`src/rtl/vga_sram_arbiter_if.sv`:
```
// vga_sram_arbiter_if: bundles the VGA, CPU and SRAM sides of the arbiter
// Ports (slave = arbiter view):
//   VGA : vga_req, vga_addr[31:0], vga_byte_sel[3:0] in; vga_rdata[31:0], vga_busy, vga_done out
//   CPU : cpu_req, cpu_wen, cpu_addr[31:0], cpu_wdata[31:0], cpu_byte_sel[3:0] in;
//         cpu_rdata[31:0], cpu_busy, cpu_done out
//   SRAM: sram_rdata[31:0], sram_ack in; sram_req, sram_wen, sram_addr[31:0],
//         sram_wdata[31:0], sram_byte_sel[3:0] out
//   Status: timeout_err out
// The master modport is the mirror image, used by whatever drives requests and models the SRAM.
interface vga_sram_arbiter_if;
    logic        vga_req;
    logic [31:0] vga_addr;
    logic [3:0]  vga_byte_sel;
    logic [31:0] vga_rdata;
    logic        vga_busy;
    logic        vga_done;
    logic        cpu_req;
    logic        cpu_wen;
    logic [31:0] cpu_addr;
    logic [31:0] cpu_wdata;
    logic [3:0]  cpu_byte_sel;
    logic [31:0] cpu_rdata;
    logic        cpu_busy;
    logic        cpu_done;
    logic        sram_req;
    logic        sram_wen;
    logic [31:0] sram_addr;
    logic [31:0] sram_wdata;
    logic [3:0]  sram_byte_sel;
    logic [31:0] sram_rdata;
    logic        sram_ack;
    logic        timeout_err;

    modport slave (
        input  vga_req, vga_addr, vga_byte_sel,
        input  cpu_req, cpu_wen, cpu_addr, cpu_wdata, cpu_byte_sel,
        input  sram_rdata, sram_ack,
        output vga_rdata, vga_busy, vga_done,
        output cpu_rdata, cpu_busy, cpu_done,
        output sram_req, sram_wen, sram_addr, sram_wdata, sram_byte_sel,
        output timeout_err
    );

    modport master (
        output vga_req, vga_addr, vga_byte_sel,
        output cpu_req, cpu_wen, cpu_addr, cpu_wdata, cpu_byte_sel,
        output sram_rdata, sram_ack,
        input  vga_rdata, vga_busy, vga_done,
        input  cpu_rdata, cpu_busy, cpu_done,
        input  sram_req, sram_wen, sram_addr, sram_wdata, sram_byte_sel,
        input  timeout_err
    );
endinterface

```
`src/rtl/vga_sram_arbiter.sv`:
```
// vga_sram_arbiter: shares one SRAM port between a VGA reader and a CPU reader/writer
// Ports:
//   clk  - single clock, rising edge
//   nrst - asynchronous active-low reset; aborts any transfer and zeroes all outputs
//   bus  - vga_sram_arbiter_if.slave carrying the VGA, CPU and SRAM signal groups
// Parameter:
//   TIMEOUT_CYCLES - XFER cycles without sram_ack before a transfer is aborted (1..255)
// Build option:
//   ARB_ROUND_ROBIN_EN - when defined, simultaneous requests alternate via a last-grant
//                        flag; otherwise VGA has strict priority.
module vga_sram_arbiter #(
    parameter int unsigned TIMEOUT_CYCLES = 15
) (
    input logic               clk,
    input logic               nrst,
    vga_sram_arbiter_if.slave bus
);
    typedef enum logic [1:0] {IDLE, VGA_XFER, CPU_XFER} state_t;

    // The watchdog holds k-1 during XFER cycle k, so the abort fires at the end of
    // cycle TIMEOUT_CYCLES.
    localparam logic [7:0] WD_LAST = 8'(TIMEOUT_CYCLES - 1);

    state_t      state_q, state_d;
    logic [7:0]  wd_q, wd_d;
    logic [31:0] vga_rdata_q, vga_rdata_d;
    logic [31:0] cpu_rdata_q, cpu_rdata_d;
    logic        vga_done_q, vga_done_d;
    logic        cpu_done_q, cpu_done_d;
    logic        sram_wen_q, sram_wen_d;
    logic [31:0] sram_addr_q, sram_addr_d;
    logic [31:0] sram_wdata_q, sram_wdata_d;
    logic [3:0]  sram_byte_sel_q, sram_byte_sel_d;
    logic        timeout_err_q, timeout_err_d;
    logic        pick_vga;
    logic        xfer;
    logic        timeout;
    logic        finish;
    logic [31:0] ret_data;

`ifdef ARB_ROUND_ROBIN_EN
    // 1 = VGA was granted last; reset value CPU hands the first tie to VGA
    logic last_vga_q;

    assign pick_vga = bus.vga_req && !(bus.cpu_req && last_vga_q);

    always_ff @(posedge clk or negedge nrst) begin
        if (!nrst)
            last_vga_q <= 1'b0;
        else if (state_q == IDLE && (bus.vga_req || bus.cpu_req))
            last_vga_q <= pick_vga;
    end
`else
    assign pick_vga = bus.vga_req;
`endif

    assign xfer     = state_q != IDLE;
    // Timeout only counts when no ack arrives, so an ack in the final cycle wins.
    assign timeout  = xfer && !bus.sram_ack && wd_q == WD_LAST;
    assign finish   = xfer && (bus.sram_ack || timeout);
    assign ret_data = bus.sram_ack ? bus.sram_rdata : 32'h0;

    always_comb begin
        state_d         = state_q;
        wd_d            = xfer ? wd_q + 8'd1 : 8'd0;
        vga_rdata_d     = vga_rdata_q;
        cpu_rdata_d     = cpu_rdata_q;
        vga_done_d      = 1'b0;
        cpu_done_d      = 1'b0;
        sram_wen_d      = sram_wen_q;
        sram_addr_d     = sram_addr_q;
        sram_wdata_d    = sram_wdata_q;
        sram_byte_sel_d = sram_byte_sel_q;
        timeout_err_d   = timeout_err_q | timeout;
        if (state_q == IDLE) begin
            if (pick_vga) begin
                state_d         = VGA_XFER;
                sram_wen_d      = 1'b0;
                sram_addr_d     = bus.vga_addr;
                sram_byte_sel_d = bus.vga_byte_sel;
            end else if (bus.cpu_req) begin
                state_d         = CPU_XFER;
                sram_wen_d      = bus.cpu_wen;
                sram_addr_d     = bus.cpu_addr;
                sram_wdata_d    = bus.cpu_wdata;
                sram_byte_sel_d = bus.cpu_byte_sel;
            end
        end else if (finish) begin
            state_d    = IDLE;
            vga_done_d = state_q == VGA_XFER;
            cpu_done_d = state_q == CPU_XFER;
            if (state_q == VGA_XFER)
                vga_rdata_d = ret_data;
            if (state_q == CPU_XFER && !sram_wen_q)
                cpu_rdata_d = ret_data;
        end
    end

    always_ff @(posedge clk or negedge nrst) begin
        if (!nrst) begin
            state_q         <= IDLE;
            wd_q            <= 8'd0;
            vga_rdata_q     <= 32'h0;
            cpu_rdata_q     <= 32'h0;
            vga_done_q      <= 1'b0;
            cpu_done_q      <= 1'b0;
            sram_wen_q      <= 1'b0;
            sram_addr_q     <= 32'h0;
            sram_wdata_q    <= 32'h0;
            sram_byte_sel_q <= 4'h0;
            timeout_err_q   <= 1'b0;
        end else begin
            state_q         <= state_d;
            wd_q            <= wd_d;
            vga_rdata_q     <= vga_rdata_d;
            cpu_rdata_q     <= cpu_rdata_d;
            vga_done_q      <= vga_done_d;
            cpu_done_q      <= cpu_done_d;
            sram_wen_q      <= sram_wen_d;
            sram_addr_q     <= sram_addr_d;
            sram_wdata_q    <= sram_wdata_d;
            sram_byte_sel_q <= sram_byte_sel_d;
            timeout_err_q   <= timeout_err_d;
        end
    end

    assign bus.vga_rdata     = vga_rdata_q;
    assign bus.vga_busy      = xfer;
    assign bus.vga_done      = vga_done_q;
    assign bus.cpu_rdata     = cpu_rdata_q;
    assign bus.cpu_busy      = xfer;
    assign bus.cpu_done      = cpu_done_q;
    assign bus.sram_req      = xfer;
    assign bus.sram_wen      = sram_wen_q;
    assign bus.sram_addr     = sram_addr_q;
    assign bus.sram_wdata    = sram_wdata_q;
    assign bus.sram_byte_sel = sram_byte_sel_q;
    assign bus.timeout_err   = timeout_err_q;
endmodule

```
`src/flat_wrapper.sv`:
```
// flat-port wrapper written by rule: the top's interface ports become plain ports
module vga_sram_arbiter_flat 
#(
    parameter int unsigned TIMEOUT_CYCLES = 15
)
  (clk, nrst, bus_vga_req, bus_vga_addr, bus_vga_byte_sel, bus_cpu_req, bus_cpu_wen, bus_cpu_addr, bus_cpu_wdata, bus_cpu_byte_sel, bus_sram_rdata, bus_sram_ack, bus_vga_rdata, bus_vga_busy, bus_vga_done, bus_cpu_rdata, bus_cpu_busy, bus_cpu_done, bus_sram_req, bus_sram_wen, bus_sram_addr, bus_sram_wdata, bus_sram_byte_sel, bus_timeout_err);
  vga_sram_arbiter_if bus_i ();
  input logic clk;
  input logic nrst;
  input wire logic [$bits(bus_i.vga_req)-1:0] bus_vga_req;
  input wire logic [$bits(bus_i.vga_addr)-1:0] bus_vga_addr;
  input wire logic [$bits(bus_i.vga_byte_sel)-1:0] bus_vga_byte_sel;
  input wire logic [$bits(bus_i.cpu_req)-1:0] bus_cpu_req;
  input wire logic [$bits(bus_i.cpu_wen)-1:0] bus_cpu_wen;
  input wire logic [$bits(bus_i.cpu_addr)-1:0] bus_cpu_addr;
  input wire logic [$bits(bus_i.cpu_wdata)-1:0] bus_cpu_wdata;
  input wire logic [$bits(bus_i.cpu_byte_sel)-1:0] bus_cpu_byte_sel;
  input wire logic [$bits(bus_i.sram_rdata)-1:0] bus_sram_rdata;
  input wire logic [$bits(bus_i.sram_ack)-1:0] bus_sram_ack;
  output wire logic [$bits(bus_i.vga_rdata)-1:0] bus_vga_rdata;
  output wire logic [$bits(bus_i.vga_busy)-1:0] bus_vga_busy;
  output wire logic [$bits(bus_i.vga_done)-1:0] bus_vga_done;
  output wire logic [$bits(bus_i.cpu_rdata)-1:0] bus_cpu_rdata;
  output wire logic [$bits(bus_i.cpu_busy)-1:0] bus_cpu_busy;
  output wire logic [$bits(bus_i.cpu_done)-1:0] bus_cpu_done;
  output wire logic [$bits(bus_i.sram_req)-1:0] bus_sram_req;
  output wire logic [$bits(bus_i.sram_wen)-1:0] bus_sram_wen;
  output wire logic [$bits(bus_i.sram_addr)-1:0] bus_sram_addr;
  output wire logic [$bits(bus_i.sram_wdata)-1:0] bus_sram_wdata;
  output wire logic [$bits(bus_i.sram_byte_sel)-1:0] bus_sram_byte_sel;
  output wire logic [$bits(bus_i.timeout_err)-1:0] bus_timeout_err;
  assign bus_i.vga_req = bus_vga_req;
  assign bus_i.vga_addr = bus_vga_addr;
  assign bus_i.vga_byte_sel = bus_vga_byte_sel;
  assign bus_i.cpu_req = bus_cpu_req;
  assign bus_i.cpu_wen = bus_cpu_wen;
  assign bus_i.cpu_addr = bus_cpu_addr;
  assign bus_i.cpu_wdata = bus_cpu_wdata;
  assign bus_i.cpu_byte_sel = bus_cpu_byte_sel;
  assign bus_i.sram_rdata = bus_sram_rdata;
  assign bus_i.sram_ack = bus_sram_ack;
  assign bus_vga_rdata = bus_i.vga_rdata;
  assign bus_vga_busy = bus_i.vga_busy;
  assign bus_vga_done = bus_i.vga_done;
  assign bus_cpu_rdata = bus_i.cpu_rdata;
  assign bus_cpu_busy = bus_i.cpu_busy;
  assign bus_cpu_done = bus_i.cpu_done;
  assign bus_sram_req = bus_i.sram_req;
  assign bus_sram_wen = bus_i.sram_wen;
  assign bus_sram_addr = bus_i.sram_addr;
  assign bus_sram_wdata = bus_i.sram_wdata;
  assign bus_sram_byte_sel = bus_i.sram_byte_sel;
  assign bus_timeout_err = bus_i.timeout_err;
  vga_sram_arbiter #(.TIMEOUT_CYCLES(TIMEOUT_CYCLES)) u_core (.clk(clk), .nrst(nrst), .bus(bus_i));
endmodule
```
`config.mk`:
```
export PLATFORM = sky130hd
export DESIGN_NAME = vga_sram_arbiter_flat
export DESIGN_NICKNAME = d
export VERILOG_FILES = /design/src/rtl/vga_sram_arbiter_if.sv /design/src/rtl/vga_sram_arbiter.sv /design/src/flat_wrapper.sv
export SDC_FILE = /design/constraint.sdc
export NUM_CORES = 1
export LEC_CHECK = 0
export CORE_MARGIN = 2
export CORE_UTILIZATION = 39
export CTS_BUF_LIST = sky130_fd_sc_hd__clkbuf_16
export CTS_CLUSTER_DIAMETER = 30
export DETAILED_ROUTE_END_ITERATION = 8
export PLACE_DENSITY = 0.78
export SYNTH_ARGS = -nofsm -noshare
export SYNTH_HDL_FRONTEND = slang
export SYNTH_SLANG_ARGS = --single-unit
```
`constraint.sdc`:
```
create_clock -name clk -period 1.9 [get_ports clk]
set_clock_uncertainty 0.05 [all_clocks]
set_input_delay 0.57 -clock clk [delete_from_list [all_inputs] [get_ports clk]]
set_output_delay 0.57 -clock clk [all_outputs]
set_load 0.02 [all_outputs]
```
Word-level counts from Yosys, hierarchy flattened
Index checks and enable logic that the tools add are counted.

word-level totals
  register bits after elaboration = 146
  logic and storage cells = 51
  output and inout port bits = 139
  input bits = 142

operators by class
  equal/unequal tests = 4
  multiplexer cells = 16
  reduce and logical (&&, ||, !) cells = 16
  bitwise operators = 3
  $add $sub $neg = 1

operator list
  kind                                                 number
  two-way mux 32 bit                                   3
  AND reduction 3 bit                                  3
  adder 8 x 1 -> 8 bit, second input constant          1
  equality test 8 x 4 -> 1 bit, second input constant  1
  two-way mux 2 bit                                    4
  two-way mux 4 bit                                    2
  two-way mux 8 bit                                    1
  two-way mux 1 bit                                    6
  nonzero test 2 bit                                   3
  logical AND 1 bit                                    4
  AND reduction 2 bit                                  2
  != test 3 bit, second input constant                 1
  equality test 2 x 1 -> 1 bit, second input constant  1
  equality test 2 bit, second input constant           1
  zero test 1 bit                                      2
  zero test 2 bit                                      1
  NOT 1 bit                                            2
  logical OR 1 bit                                     1
  OR 1 bit                                             1

Longest topological paths before layout
Gate-level depths: netlist (run 1).

  word-level depth = 7
  gate-level depth with buffers = 6
  mapped depth without buffers = 5

Worst setup path after synthesis (run 1)
OpenSTA, ideal clock, no wires.

  path type = input to register
  start point = in bus_sram_ack
  end point = reg u_core.cpu_rdata_q[0], in the netlist u_core.bus.cpu_rdata[0]
  setup slack = -68 ps
  buffers on the path = 1
  arrival time = 1799 ps
  cell stages on the path = 4
  data required time = 1731 ps
  setup time = 119 ps
  path through = or4b_4 nor4_4 buf_6 o21ai_2

on the way
  longest elaborated chain between the ends = 6
  elaborated cells between the ends (all ways) = 7
  those cells by class = mux: 1; reduce/logical: 6

RTL lines
  item                            RTL line                 source
  from (decl)                     flat_wrapper.sv:19       input wire logic [$bits(bus_i.sram_ack)-1:0] bus_sram_ack;
  zero test 1 bit                 vga_sram_arbiter.sv:59   assign timeout = xfer && !bus.sram_ack && wd_q == WD_LAST;
  logical AND 1 bit (2 in a row)  vga_sram_arbiter.sv:59
  logical OR 1 bit                vga_sram_arbiter.sv:60   assign finish = xfer && (bus.sram_ack || timeout);
  logical AND 1 bit               vga_sram_arbiter.sv:60
  AND reduction 3 bit (no line)   n/a
  to (signal assigned)            vga_sram_arbiter.sv:116  cpu_rdata_q <= cpu_rdata_d;
  to (decl)                       vga_sram_arbiter.sv:27   logic [31:0] cpu_rdata_q, cpu_rdata_d;

Several ways; a longest one is shown, not always the timed one.
A chain may end at the register's enable or synchronous reset.

Worst setup path in the final report (run 1)
  start point = reg u_core.wd_q[0]
  end point = reg u_core.vga_rdata_q[5], in the netlist u_core.bus.vga_rdata[5]

on the way
  longest elaborated chain between the ends = 5

RTL lines
  item                           RTL line                 source
  from (decl)                    vga_sram_arbiter.sv:25   logic [7:0] wd_q, wd_d;
  from (signal assigned)         vga_sram_arbiter.sv:114  wd_q <= wd_d;
  equality test 8 x 4 -> 1 bit   vga_sram_arbiter.sv:59
  logical AND 1 bit              vga_sram_arbiter.sv:59
  logical OR 1 bit               vga_sram_arbiter.sv:60
  logical AND 1 bit              vga_sram_arbiter.sv:60
  AND reduction 3 bit (no line)  n/a
  to (signal assigned)           vga_sram_arbiter.sv:115  vga_rdata_q <= vga_rdata_d;
  to (decl)                      vga_sram_arbiter.sv:26   logic [31:0] vga_rdata_q, vga_rdata_d;

No other way between the ends.

==> metrics.txt, run 1 <==
status finished with violations; failing checks setup timing; gpl congestion 0.784; Comb power frac 42.2%; Psw 5560 µW; Area Growth Syn to Fin 60.2%; Critical Path Slowest Stage Cell or4b_4; IR drop worst, VDD 0.752 mV; die height 133 µm; Setup crit start kind flop; Clk network pwr share 22.1%; Setup CP Type reg -> reg; Synth Cell Area 6500 µm²; Critical Path Sink Type flop; Worst-path clk slew 70 ps; share of cells above drive strength 1 27.1%; Final Cycle Share 106%; worst setup margin -110 ps; CTS Root Cell clkbuf_16; first-pass GRT wire length 29900 µm; fin. max-slew vios 0; Worst EP required 2150 ps; pre-CTS setup slack -489 ps; worst reg-to-reg setup slack -110 ps; Post-Synthesis Cells 529; total track usage 21.5%; Syn. warnings 0; setup-violating endpoint count in the final report 59; crit-path cells inv_1 > ha_1 > or4b_4 > buf_6 > nor3_4 > buf_6 > clkbuf_16 > o21ai_0; Die X 133 µm; Slew HR 75.8%; EDFF count, synth 0; CTS sink cnt 146; CP top delay family simple AND/OR/NAND/NOR gates; CP peak stage delay 490 ps; Net Sw Frac 38.0%; Data arrival, critical path 2260 ps; Via density 5.09; CP bufs+invs 4; die area 17700 µm²; Post-Route WL 19300 µm; critical path fanouts, max 5; most frequent cells in the layout 146 x dfrtp_1, 138 x clkdlybuf4s50_1, 136 x dlygate4sd2_1; slew of the pin with the lowest slew margin 364 ps; setup TNS -3160 ps; Max-Cap Viols 0; Placed Area 9710 µm²; DRC 0; cell count after placement 1016; vias 5412; initial antenna violation count 0; synthesized flop and latch total 146; fmax 0.497 GHz; Tmin final 2010 ps; ys async rst share 100%; Crit path top cell by count buf_6; starting DRC count in detailed routing 258; hpwl dp 13500 µm; Starting Density 39.5%; IO buf count 280; nets 975; Core Region 16500 µm²; vias in the first global route 5872; CTS H-tree lvls 4; pwr dens 1410 nW/µm²; post-route ant nets 0; syn_area_per_cell 12.3 µm²; P_leak 0.00455 µW; Clock Latency Late Sink 410 ps; Seq pwr share 35.6%; Final Hold Fails 0; CTS max path bufs 2; Final Cell Area 10400 µm²; CTS tree built; Ports 281; routed len/inst 18.1 µm; Hold Path Class reg -> reg; internal power 9090 µW; Non-Filler Instances 1064; commonest non-fill, non-tap cell in the layout dfrtp_1; Top FF cell, synth dfrtp_1; row cnt 47; ANT cells 0; clock buffer count from CTS 17; Seq/Total Area, Yosys 56.2%; RSZ-0062 raised after global routing yes; post-synth net total 673; TritonRoute pass-1 iters 5; largest net degree at the start of global routing 53; post-synth cell types 39; grt ovf 0
==> routing by layer <==
layer  global-route usage (%)  share of wire [%]  vias up
li1                         -                  -     2467
met1                     24.7                 39     2678
met2                     37.7                 51      242
met3                     7.38                8.4       25
met4                     7.15                1.5        0
met5                        0                  0        -
==> power groups by stage <==
stage	clock network [µW]	logic (µW)	registers (µW)
after floorplan	0	1850	6740
after global placement	0	6860	5230
after detailed placement	0	7040	5310
after CTS	3310	6150	5220
after global routing	3440	6610	5380
final	3250	6190	5220
==> state kept, by name, indices dropped and copies added (netlist names) <==
register,count
u_core.bus.cpu_done,1
u_core.bus.cpu_rdata,32
u_core.bus.sram_addr,32
u_core.bus.sram_byte_sel,4
u_core.bus.sram_wdata,32
u_core.bus.sram_wen,1
u_core.bus.timeout_err,1
u_core.bus.vga_done,1
u_core.bus.vga_rdata,32
u_core.state_q,2
u_core.wd_q,8
==> area by class of cell <==
type | count | area (µm²)
well taps | 220 | 275
flip-flops and latches | 146 | 3650
repair buffers | 322 | 3200
clock inverters | 15 | 145
multi-input cells | 341 | 2710
clock buffers | 17 | 425
fillers | 1315 | 6050
inverters | 3 | 11.3
==> synth_stat cells, types with 2 or more instances <==
| cell type | instances | area (µm²) |
|---|---|---|
| a21oi_1 | 3 | 15.0 |
| buf_4 | 5 | 37.5 |
| ha_1 | 2 | 25.0 |
| nand3_1 | 3 | 15.0 |
| o21ai_2 | 31 | 272 |
| mux2_2 | 103 | 1160 |
| buf_6 | 3 | 33.8 |
| dfrtp_1 | 146 | 3650 |
| clkbuf_1 | 20 | 75.1 |
| or3_1 | 3 | 18.8 |
| o21ai_1 | 2 | 10.0 |
| o21ai_0 | 35 | 175 |
| nand2b_1 | 34 | 213 |
| inv_1 | 3 | 11.3 |
| nand2_1 | 67 | 251 |
| buf_1 | 2 | 7.51 |
| a22oi_1 | 32 | 240 |
| buf_2 | 9 | 45.0 |
| xor2_1 | 2 | 17.5 |
| nor2_1 | 5 | 18.8 |
==> cells by family (layout without fill, tap and decap cells) <==
logic type               Yosys count  count (layout)  synth area share (%)
AND/OR/NAND/NOR                  124             124                  10.2
buffers and inverters             42             357                  3.23
XOR/XNOR                           3               3                 0.404
adder cells (fa/ha/maj)            2               2                 0.385
flip-flops                       146             146                  56.2
multiplexers                     104             104                  18.0
AO/OA/AOI/OAI                    108             108                  11.6
==> timing repair <==
| item | CTS | global route |
|---|---|---|
| endpoints found under the hold margin | 20 | 0 |
| gates resized for setup | 159 | 39 |
| hold buffers | 1 | 0 |
| gates cloned | 5 | 4 |
| pin swaps | 3 | 3 |
| setup buffers | 3 | 4 |
| endpoints found under the setup margin | 162 | 69 |
==> path summary, 6_finish.rpt <==
path / start / endpoint / depth (start not counted)
max: u_core.wd_q[0] / u_core.bus.vga_rdata[5] / 8
min: u_core.bus.sram_wdata[9] / u_core.bus.sram_wdata[9] / 1
max reg2reg: u_core.wd_q[0] / u_core.bus.vga_rdata[5] / 8
max in group asynchronous: nrst / u_core.bus.cpu_rdata[6] / 3
min reg2reg: u_core.bus.sram_wdata[9] / u_core.bus.sram_wdata[9] / 1
min in group asynchronous: nrst / u_core.bus.sram_addr[28] / 2
==> worst register-to-register path, stage by stage, from the launching register on <==
cell and delay, ps:
dfrtp_1 380, inv_1 60, ha_1 130, or4b_4 490, buf_6 140, nor3_4 240
buf_6 170, clkbuf_16 150, o21ai_0 80
==> metrics by stage <==
| stage | util, % | total power [µW] | hold slack, ps |
|---|---|---|---|
| finish | 63.3 | 14700 | 448 |
| global route | 63.3 | 15400 | 462 |
| CTS | 62.4 | 14700 | 437 |
| detailed placement | 59.0 | 12300 | 385 |
| global placement | 59.0 | 12100 | 384 |
| floorplan | - | 8590 | 224 |
Note: power is estimated with default switching activity, not from simulation.
==> run 2, diff against run 1 <==
- CAP_MARGIN: unset -> 10
- CORE_UTILIZATION: 39 -> 24
- PLACE_DENSITY: 0.78 -> unset
==> metrics.txt, run 2 (synthesized netlist as in run 1, its figures left out) <==
status finished with violations; failing checks setup timing; Worst EP required 2150 ps (about the same); Hold Crit Start u_core.bus.timeout_err; fmax 0.515 GHz (+3.6%); Core Region 26800 µm² (+63%); fin. max-slew vios 0 (unchanged); worst setup margin -41.3 ps (+69.2 ps); CTS tree built; Clock Latency Late Sink 420 ps (about the same); critical path fanouts, max 9 (+4); sequential cell area 3650 µm² (unchanged); cell count after placement 1148 (+13%); CTS sink cnt 146 (unchanged); Area Growth Syn to Fin 62.5%; vias in the first global route 5340 (-9.1%); hpwl dp 14200 µm (+5.7%); Post-Route WL 20100 µm (+4.0%); largest net degree at the start of global routing 43 (-19%); DRC 0 (unchanged); Tmin final 1940 ps (-69.2 ps); setup-violating endpoint count in the final report 31 (-47%); Hold Path Class reg -> reg; pre-CTS setup slack -596 ps (-107 ps); Hold Path Depth 1 (unchanged); nets 983 (+0.82%); P_leak 0.00459 µW (+0.78%); ANT cells 0 (unchanged); total track usage 13.8% (-7.6 points); grt ovf 0 (unchanged); commonest non-fill, non-tap cell in the layout dfrtp_1; IO buf count 280 (unchanged); RSZ-0062 raised after global routing yes; initial antenna violation count 0 (unchanged); Starting Density 24.3% (-15 points); Slew HR 79.4% (+3.6 points); most frequent cells in the layout 146 x dfrtp_1, 138 x clkdlybuf4s50_1, 136 x dlygate4sd2_1; starting DRC count in detailed routing 318 (+23%); clock buffer count from CTS 17 (unchanged); Data arrival, critical path 2190 ps (-70 ps); gpl congestion 0.743 (-5.3%); Setup crit start kind flop; slew of the pin with the lowest slew margin 307 ps (-56.2 ps); Critical Path Sink Type flop; CTS Root Cell clkbuf_16; Crit Reg-Reg Endpoint u_core.bus.vga_rdata[15]; Worst Hold Path EP u_core.bus.timeout_err; pwr dens 1390 nW/µm² (-1.2%); routed len/inst 16.8 µm (-7.2%); Final Hold Fails 0 (unchanged); Max-Cap Viols 0 (unchanged); Worst-path clk slew 70 ps (about the same); Min Hold Slack 425 ps (-23.0 ps); FILL cells 2639 (+100%); die area 28400 µm² (+60%); IR drop worst, VDD 0.748 mV (-0.52%); reg2reg start u_core.wd_q[0]; Ports 281 (unchanged); CTS H-tree lvls 4 (unchanged); CTS max path bufs 2 (unchanged); vias 5209 (-3.8%); worst reg-to-reg setup slack -40 ps (+70 ps); Final Cycle Share 102% (-3.6 points); post-route ant nets 0 (unchanged); TritonRoute pass-1 iters 4 (-1); row cnt 60 (+28%); Non-Filler Instances 1193 (+12%); multi-input logic area 2670 µm² (-1.5%); Via density 4.37 (-14%); share of cells above drive strength 1 27.2% (+0.097 points); Setup CP Type reg -> reg; R2R cell count 8 (unchanged); Die X 169 µm (+27%); first-pass GRT wire length 30500 µm (+2.1%); die height 169 µm (+27%)
-- run 2: per-stage QoR --
stage	cell area, µm²	TNS [ps]	total power, µW	utilization (%)
6_report	10600	-438	14700	39.4
5_1_grt	10600	-3830	15600	39.4
4_1_cts	10400	-3820	14900	38.8
3_5_place_dp	9980	-46000	12400	37.2
3_3_place_gp	9980	-42370	12300	37.2
2_1_floorplan	6500	0	8590	-
-- run 2: routing by layer --
metal | up-vias | share of wire [%] | global-route usage (%)
li1 | 2484 | - | -
met1 | 2544 | 44 | 17.9
met2 | 169 | 48 | 22.3
met3 | 12 | 6.5 | 4.49
met4 | 0 | 0.88 | 3.71
met5 | - | 0 | 0
-- run 2: area by class of cell --
| cell class | count | share of cell area [%] |
|---|---|---|
| flip-flops and latches | 146 | 34.6 |
| repair buffers | 330 | 30.7 |
| multi-input cells | 341 | 25.3 |
| well taps | 341 | 4.04 |
| clock buffers | 17 | 4.03 |
| clock inverters | 15 | 1.28 |
| inverters | 3 | 0.130 |
-- run 2: worst max path at each step --
stage	startpoint	to	depth (start not counted)
2_1_floorplan	bus_sram_ack	u_core.bus.vga_rdata[22]	4
3_3_place_gp	bus_sram_ack	u_core.bus.cpu_rdata[22]	5
3_5_place_dp	bus_sram_ack	u_core.bus.cpu_rdata[22]	5
4_1_cts	u_core.wd_q[0]	u_core.bus.cpu_rdata[20]	7
5_1_grt	u_core.wd_q[0]	u_core.bus.vga_rdata[0]	8
6_report	u_core.wd_q[0]	u_core.bus.vga_rdata[15]	8
-- run 2: power breakdown --
group | switching, µW | internal, µW | total, µW
Sequential | 773 | 4400 | 5170
Combinational | 3370 | 2870 | 6240
Clock | 1540 | 1740 | 3280
-- run 2: worst max-delay path, stage by stage, from the launching register on --
cell and delay (ps):
dfrtp_1 380, inv_1 60, ha_2 160, or4b_4 480, buf_4 160, nor3_4 110, buf_4 170, clkbuf_16 160
o21ai_0 90
-- run 2: repair_timing --
action                                  in CTS  in global routing
hold endpoints to repair                    13                  0
gates cloned                                 1                  4
endpoints found under the setup margin     183                 72
hold buffers                                 1                  0
setup buffers                                2                  5
gates resized for setup                    177                 17
pin swaps                                   14                 19
==> run 3, diff against run 2 <==
- CORE_UTILIZATION: 24 -> 39
- PLACE_DENSITY: unset -> 0.78
==> results of run 3 <==
Final layout, timing and power as in run 1 (identical DEF).
==> RTL edit, RTL diff (config.mk and constraints of run 1) <==
Add a define of `ARB_ROUND_ROBIN_EN`.
--- a/src/rtl/vga_sram_arbiter.sv
+++ b/src/rtl/vga_sram_arbiter.sv
@@ -10,2 +10,4 @@
 //                        flag; otherwise VGA has strict priority.
+`define ARB_ROUND_ROBIN_EN
+
 module vga_sram_arbiter #(
Behaviour: not the same (Yosys sat finds a counterexample within 4 cycles, from zero or initial values and one cycle with nrst low).
==> RTL edit against run 1 <==
- sequential cell count is 1 higher
- setup slack gained 0.075 ns
- cell area rose by 1.1%
- critical path type unchanged
- synthesized cell count grew 6.4%
- routed wire length rose by 5.7%
- via count grew 3.0%
- the flow still finishes with violations (setup timing)
- power increased by 14%
- count of clock-buffer cells in the layout unchanged
- maximum frequency grew 3.9%
- highest routed layer unchanged
- critical path depth decreased by 1
- final cell count up 2.9%
- area after synthesis is the same
==> RTL edit: results (changes against run 1) <==
| Metric | Value |
|---|---|
| Worst-Margin Slew | 0.511 ns (+0.148 ns) |
| Nets | 1,006 (+3.2%) |
| Largest cells by area after synthesis | dfrtp_1 57%, mux2_4 6.5%, o21ai_0 6.4% |
| Mapped Cells | 563 (+6.4%) |
| Run status | finished with violations |
| Layout Cells excl Fill | 1,095 (+2.9%) |
| LEAKAGE | 4.76 nW (+4.6%) |
| Filler cells | 1,349 (+2.6%) |
| First-pass GRT wire length | 31,800 um (+6.5%) |
| Multi-input gate area | 2770 um^2 (+2.0%) |
| Non-clk bufs | 325 (+0.93%) |
| Critical Path AT | 2.20 ns (-0.06 ns) |
| 1st-iter DRT viols | 360 (+40%) |
| DR vias/cell | 5.09 (+0.13%) |
| Switching power | 6.53 mW (+17%) |
| Design area | 10,500 um^2 (+1.1%) |
| Number of global-route vias before repair | 5,637 (-4.0%) |
| Number of logic inverters in the finished layout | 4 (+1) |
| Buffering overhead | 0.304 (-0.00226) |
| Synth top cells by count | 147 x dfrtp_1, 83 x o21ai_0, 67 x nand2_1 |
| Post-placement setup slack | -0.582 ns (-0.0930 ns) |
| Layout cells sized above 1 | 0.215 (-0.0565) |
| Final WS setup | -0.0359 ns (+0.0746 ns) |
| Setup violations, final | 29 (-51%) |
| Synth unique cells | 41 (+5.1%) |
| Multi-input gates | 367 (+7.6%) |
| DP HPWL | 13,600 um (+1.2%) |
| Sequential Power | 5.39 mW (+3%) |
| Hold WS | 0.0303 ns (-0.418 ns) |
| Placed Area | 9780 um^2 (+0.73%) |
| Worst VDD drop | 0.000998 V (+33%) |
| Register area share after synthesis | 0.566 (+0.00385) |
| Logic pwr share | 0.478 (+0.056) |
| Sequential cells | 147 (+0.68%) |
| Class of the worst hold path | in2async |
| Clock-cell share | 0.0553 (+0.000497) |
| Worst r2r path cells | 7 (-1) |
| Failing checks | setup timing |
| GRT Resource Usage Total | 0.232 (+0.0168) |
| Pin count of the biggest net entering global routing | 48 (-9.4%) |
RTL edit: kinds of logic (layout without fill, tap and decap cells):
family	count (synthesis)	after routing	synth area share
multiplexers	81	81	0.152
XOR/XNOR	3	3	0.00404
adder cells (fa/ha/maj)	2	2	0.00385
buffers and inverters	49	361	0.0367
flip-flops	147	147	0.566
AO/OA/AOI/OAI	156	156	0.136
AND/OR/NAND/NOR	125	125	0.102
RTL edit: routing by layer:
metal	global-route usage	wire [um]
met4	0.0727	376
met2	0.389	10400
met3	0.0464	1120
met1	0.304	8500
met5	0	0
RTL edit: critical path, cell delays in order, from the launching register on:
cell	delay, ns
dfrtp_1	0.39
inv_2	0.07
ha_4	0.11
or4b_4	0.47
nor4_4	0.33
buf_6	0.18
clkbuf_16	0.17
o21ai_2	0.06
RTL edit: what timing repair did:
item	CTS	global route
setup endpoints to repair	227	70
gates cloned	5	1
endpoints found under the hold margin	0	0
pin swaps	3	35
gates resized for setup	159	54
setup buffers	4	1
